File: src/rtl/scpu_imem_pkg.sv
// scpu_imem_pkg: shared constants and load FSM state encoding for the byte instruction memory
package scpu_imem_pkg;
    localparam logic [31:0] NOP_WORD = 32'h00000013;
    localparam int DEF_DEPTH_BYTES = 512;
    localparam int DEF_ADDR_W = 9;
    typedef enum logic [1:0] {
        IDLE = 2'd0,
        LOAD = 2'd1,
        DONE = 2'd2
    } imem_state_t;
endpackage

File: src/rtl/imem_byte_array.sv
// imem_byte_array: byte storage with two registered read ports and one word write port
module imem_byte_array
    import scpu_imem_pkg::*;
#(
    parameter int DEPTH_BYTES = DEF_DEPTH_BYTES,
    parameter int ADDR_W = DEF_ADDR_W
) (
    input  logic              clk,
    input  logic              rst,
    input  logic [ADDR_W-1:0] rd_addr_a,
    input  logic [ADDR_W-1:0] rd_addr_b,
    output logic [7:0]        rd_data_a,
    output logic [7:0]        rd_data_b,
    input  logic              wr_en,
    input  logic [ADDR_W-3:0] wr_word,
    input  logic [31:0]       wr_data
);
    logic [7:0] mem [DEPTH_BYTES];
    // Power-up contents are a sled of NOPs; reset never touches the array.
    initial for (int i = 0; i < DEPTH_BYTES; i++) mem[i] = NOP_WORD[8*(i%4) +: 8];
    always_ff @(posedge clk)
        if (wr_en)
            for (int k = 0; k < 4; k++) mem[{wr_word, 2'(k)}] <= wr_data[8*k +: 8];
    // Non-blocking update gives read-before-write on a same-cycle collision.
    always_ff @(posedge clk) begin
        rd_data_a <= rst ? 8'h00 : mem[rd_addr_a];
        rd_data_b <= rst ? 8'h00 : mem[rd_addr_b];
    end
endmodule

File: src/rtl/imem_byte_responder.sv
// imem_byte_responder: two-byte fetch memory with a word-oriented valid/ready program loader
module imem_byte_responder
    import scpu_imem_pkg::*;
#(
    parameter int DEPTH_BYTES = DEF_DEPTH_BYTES,
    parameter int ADDR_W = DEF_ADDR_W,
    parameter int LEN_W = 16
) (
    input  logic             clk,
    input  logic             rst,
    input  logic [31:0]      addr_low,
    input  logic [31:0]      addr_high,
    output logic [7:0]       ins_low,
    output logic [7:0]       ins_high,
    input  logic             load_start,
    input  logic [31:0]      load_base,
    input  logic [LEN_W-1:0] load_len,
    input  logic [31:0]      load_data,
    input  logic             load_valid,
    output logic             load_ready,
    output logic             loading,
    output logic             load_done
);
    imem_state_t       state, state_n;
    logic [ADDR_W-3:0] ptr;
    logic [LEN_W-1:0]  len, cnt;
    logic              start, accept, last;
    logic              unused;
    assign unused = ^{addr_low[31:ADDR_W], addr_high[31:ADDR_W], load_base[31:ADDR_W], load_base[1:0]};
    always_comb begin
        start = (state == IDLE) && load_start;
        accept = (state == LOAD) && load_valid;
        last = (cnt + LEN_W'(1)) == len;
        state_n = start ? (load_len == '0 ? DONE : LOAD) :
                  (accept && last) ? DONE :
                  (state == DONE) ? IDLE : state;
        load_ready = state == LOAD;
        loading = state == LOAD;
        load_done = state == DONE;
    end
    always_ff @(posedge clk) begin
        if (rst) begin
            state <= IDLE;
            ptr <= '0;
            len <= '0;
            cnt <= '0;
        end else begin
            state <= state_n;
            ptr <= start ? load_base[ADDR_W-1:2] : accept ? ptr + 1'b1 : ptr;
            len <= start ? load_len : len;
            cnt <= start ? '0 : accept ? cnt + 1'b1 : cnt;
        end
    end
    imem_byte_array #(.DEPTH_BYTES(DEPTH_BYTES), .ADDR_W(ADDR_W)) u_array (
        .clk       (clk),
        .rst       (rst),
        .rd_addr_a (addr_low[ADDR_W-1:0]),
        .rd_addr_b (addr_high[ADDR_W-1:0]),
        .rd_data_a (ins_low),
        .rd_data_b (ins_high),
        .wr_en     (accept && !rst),
        .wr_word   (ptr),
        .wr_data   (load_data)
    );
endmodule

File: config.mk
export PLATFORM = sky130hd
export DESIGN_NAME = imem_byte_responder
export DESIGN_NICKNAME = d
export VERILOG_FILES = /design/src/rtl/scpu_imem_pkg.sv /design/src/rtl/imem_byte_array.sv /design/src/rtl/imem_byte_responder.sv
export SDC_FILE = /design/constraint.sdc
export NUM_CORES = 2
export LEC_CHECK = 0
export CORE_MARGIN = 4
export CORE_UTILIZATION = 63
export CTS_CLUSTER_SIZE = 25
export DETAILED_ROUTE_END_ITERATION = 8
export MAX_ROUTING_LAYER = met4
export PLACE_DENSITY = 0.8
export SLEW_MARGIN = 0
export SYNTH_ARGS = -nofsm -noshare
export SYNTH_HDL_FRONTEND = slang
export SYNTH_SLANG_ARGS = --single-unit
export TNS_END_PERCENT = 10
File: constraint.sdc
create_clock -name clk -period 5.35 [get_ports clk]
set_input_delay 0.535 -clock clk [delete_from_list [all_inputs] [get_ports clk]]
set_output_delay 0.535 -clock clk [all_outputs]
set_load 0.005 [all_outputs]
* After elaboration in Yosys (flattened, before gate mapping) *
Memory sizes are Yosys's and may differ from the RTL's. A register that Yosys moved wholly into a read port is not among the register bits.
Index checks and enable logic that the tools add are counted.

operators by class
  add/subtract/negate cells = 2
  equal/unequal tests = 3
  multiplexer cells = 8
  reductions and logical operators = 10

operators by type and width
  cell                   count
  $add 16x1->16 const B  1
  $eq 16x16->1           1
  $logic_not 16->1       1
  $mux 7                 2
  $mux 2                 4
  $add 7x1->7 const B    1
  $logic_and 1x1->1      4
  $reduce_bool 3->1      1
  $eq 2x1->1 const B     1
  $eq 2x2->1 const B     1
  $logic_not 2->1        1
  $mux 1                 2
  $reduce_bool 2->1      1
  $reduce_or 2->1        1
  $logic_not 1->1        1

storage, ports and cells
  register bits = 41
  memory bits (writable) = 4096
  input bits = 148
  output and inout bits = 19
  logic and storage cells = 28
  memories kept = 1

memory list
  memory       words  bits a word  read ports  clocked after Yosys merged registers in  write ports  RTL line               source
  u_array.mem  512    8            2           2                                        4            imem_byte_array.sv:18  logic [7:0] mem [DEPTH_BYTES];

* Longest topological paths before layout *
  word-level depth = 5
  gate-level depth with buffers = 16
  mapped depth without buffers = 9

* Hierarchy *
Synthesis repeated with hierarchy kept, for this count alone.

unflattened totals
  cell total of the unflattened synthesis = 10006
  area, all modules = 193579.4 sq um

modules (own cells, without submodules)
  module               times used  cells an instance  area each (sq um)  seq. area each (sq um)
  imem_byte_array      1           9718               191313.5           123318.3
  imem_byte_responder  1           288                2265.9             820.8

* Least setup slack after synthesis *
No wires, ideal clock.

  path type = reg-to-reg
  start = register state[0]
  end = memory u_array.mem[64][0], enable pin
  library setup time = 0.461 ns
  arrival = 3.476 ns
  required time = 4.889 ns
  slack = 1.413 ns
  cell stages (with the launch flop) = 6
  buffers on the path = 1
  clock period less this slack = 3.937 ns
  cells stage by stage = dfxtp_1 -> nor2b_1 -> and2_1 -> clkbuf_1 -> nand3_1 -> nor3_1

RTL lines
  item                      RTL line                   source
  start: declaration        imem_byte_responder.sv:24  imem_state_t state, state_n;
  start signal: assignment  imem_byte_responder.sv:48  state <= state_n;
  end: declaration          imem_byte_array.sv:18

==> flow_summary_export.csv <==
group,metric,value,unit
run_status,status,"finished with violations",
run_status,violations,"max-capacitance violations, max-slew violations",
detailed_routing,ant_nets,0,
worst_setup_path,required,6.17,ns
synthesis,synth-edff-count,4096,
cts,cts-root-buf,"clkbuf_16",
sta,min_period,4.53,ns
cts,clkLatencyLatePin,1.02,ns
sta,fmax,0.221,GHz
worst_setup_path,crit_start,"addr_high[2]",
grt,grt_overflow,0,
final_layout,multi_input_area,0.0646,mm2
floorplanning,initial_core_util,63.4,%
floorplanning,pin_count,167,
worst_setup_path,crit_arrival,5.35,ns
worst_setup_path,cp-end-kind,"register",
grt,grt_pass1_vias,120000,
power,p_leak,67.3,nW
detailed_routing,viasPerCell,8.17,
floorplanning,die_y,561,um
sta,hold_viol_final,0,
placed_design,port_buffers,95,
sta,finClkSkew,0.105,ns
placed_design,gp_congestion,0.944,
synthesis,syn_area,0.192,mm2
detailed_routing,drtIter0Drc,23000,
sta,slew_viol_final,5,
final_layout,num-fill-cells,17400,
synthesis,synthFlopType,"edfxtp_1",
synthesis,syn-instance-count,9834,
detailed_routing,wl_per_cell,42.2,um
worst_setup_path,slowest_stage,"nor4_1",
synthesis,avgSynthCellArea,19.6,um2
power,power.clock.fraction,40.7,%
worst_setup_path,cp-start-kind,"input port",
power,fin_total_pwr,0.0710,W
synthesis,ys_types,74,
hold_path,min_from,"load_data[25]",
grt,grt_max_degree,129,
power,ir_drop,0.448,mV
floorplanning,dieArea,0.314,mm2
sta,finalSetupViolations,0,
cts,cts_max_path_buffers,4,
power,p_int,0.0542,W
grt,antenna_found_initial,52,
detailed_routing,drt_wl_total,612,mm
detailed_routing,drc_errors,0,
power,p_sw,0.0167,W
sta,rsz0062_at_grt,"no",
synthesis,async_reset_ff_share,0,%
floorplanning,die_w,561,um
cts,cts_resized,0,
cts,cts.sink_count,4153,
synthesis,synth_fp_nets,9984,
synthesis,yosysWarnings,0,
synthesis,ys_ff_latch,4153,
worst_setup_path,critical_path.max_stage_delay,1.05,ns
job,cap_violations,3,
worst_setup_path,crit_type,"input port to register",
cts,cts_tree,"done",
worst_setup_path,crit_chain,"clkbuf_8 -> and2_2 -> buf_4 -> a22o_1 -> a221oi_1 -> o21ai_0 -> nor4_1 -> buf_4 -> a211o_1 -> a21o_1 -> o211ai_1",
cts,cts_made_buffers,416,
final_layout,stdcell_area,0.213,mm2
worst_setup_path,crit_buf_inv,3,
cts,path_clk_slew,0.06,ns
power,switching_share,23.6,%
sta,whs,0.0517,ns
placed_design,dp_hpwl,360,mm
hold_path,hold_class,"input port to register",
worst_setup_path,critical_path.top_delay_family,"compound AO/OA/AOI/OAI gates",
power,p_seq_share,50.5,%
sta,relSlewSlack,-10.8,%
worst_setup_path,r2r_start,"u_array.mem[431][5]",
sta,finalCritPeriodShare,84.7,%
grt,track_usage,40.1,%
placed_design,dpl_cell_area,0.200,mm2
final_layout,area_growth,10.9,%
synthesis,seq_area_frac_synth,64.5,%
detailed_routing,vias,118000,
final_layout,regArea,0.124,mm2
floorplanning,design.core.area,0.303,mm2
power,power_frac_comb,8.8,%
detailed_routing,dr.pass1.iters,8,
grt,grt_pass1_wl,871,mm
power,power_density,333,mW/mm2
sta,tightest_slew,1.65,ns
floorplanning,fp-row-count,202,
final_layout,num-nets-final,10300,
final_layout,drive_gt1_share,31.1,%
worst_setup_path,cp_max_fo,32,
worst_setup_path,crit_path_frequent_cell,"buf_4",
cts,cts_max_level,5,
area by class of cell:
class                           instances  area share [%]
Inverter                               14          0.0375
Antenna cell                           42          0.0493
Clock buffer                          536            5.18
Sequential cell                      4153            58.2
Tap cell                             3978            2.33
Clock inverter                        220            1.03
Multi-Input combinational cell       4890            30.3
Timing Repair Buffer                  646            2.93
cells by family after synthesis:
family	synth area share, %
multiplexers	26.1
AO/OA/AOI/OAI	4.96
AND/OR/NAND/NOR	1.95
flip-flops	64.5
XOR/XNOR	0.155
buffers and inverters	2.33
adder cells (fa/ha/maj)	0.0130
sequential cells by signal, summed over array words and instances, names as in the netlist:
signal	flops
u_array.rd_data_b	8
cnt	16
u_array.rd_data_a	8
len	16
u_array.mem	4096
ptr	7
state	2
cell usage after synthesis (108+ instances only):
library cell / count / area, um2
buf_6: 108 / 1220
clkbuf_1: 332 / 1250
a21oi_1: 267 / 1340
mux4_2: 1865 / 42000
o22ai_1: 153 / 957
nor2_1: 279 / 1050
nand2_1: 241 / 905
o21ai_0: 185 / 926
buf_4: 127 / 953
edfxtp_1: 4096 / 123000
o221ai_1: 297 / 2600
mux2i_1: 752 / 7530
buf_2: 143 / 716
a22oi_1: 178 / 1340
per-layer routing:
metal  share of wire [%]  track usage (%)  up-vias
met2                  45             57.8    11800
met5                   0                -        -
met4                 8.3             26.5        0
met1                  31             49.5    60400
met3                  16             12.3     2615
li1                    -                -    43600
layout by cell type (no fill, tap or decap), types with 52 or more instances in the layout:
master and instances:
o221ai_1 297, mux2i_1 752, dfxtp_1 57, clkinv_1 80
clkbuf_16 421, a22oi_1 178, a221oi_1 52, o22ai_1 153
clkbuf_1 107, nor2_2 53, a21oi_1 267, nand2_1 234
nor2_1 150, clkinv_2 70, o21ai_0 185, nand3_1 56
mux4_2 1865, nor2_4 76, nor3_1 73, buf_4 461
buf_12 85, edfxtp_1 4096
power groups by stage:
stage / Clock, W / Combinational [W] / Sequential [W]
2_1_floorplan: 0 / 0.00332 / 0.0365
3_3_place_gp: 0 / 0.00589 / 0.0366
3_5_place_dp: 0 / 0.00598 / 0.0366
4_1_cts: 0.0288 / 0.00604 / 0.0359
5_1_grt: 0.0304 / 0.00632 / 0.0359
6_report: 0.0289 / 0.00623 / 0.0359
worst paths after layout:
kind,to,slack (ns),cells after the start
max,u_array.rd_data_b[5],0.82,11
min,u_array.mem[303][1],0.05,1
max reg2reg,u_array.rd_data_b[5],0.94,9
min reg2reg,len[7],0.47,2
through the flow:
step / instances / utilization (%) / worst slack (ns) / setup TNS, ns
global placement: 13700 / 65.9 / -0.0969 / -0.194
detailed placement: 13700 / 65.9 / 0.301 / 0
CTS: 14400 / 70.3 / 1.21 / 0
global route: 14500 / 70.3 / 1.03 / 0
floorplan: 9834 / - / 1.41 / 0
finish: 14500 / 70.4 / 0.819 / 0
timing repair:
action / 4_1_cts / 5_1_grt
hold buffers: 7 / 0
setup buffers: 0 / 0
hold endpoints to repair: 67 / 0
No activity file was read; power rests on OpenSTA's default activity.
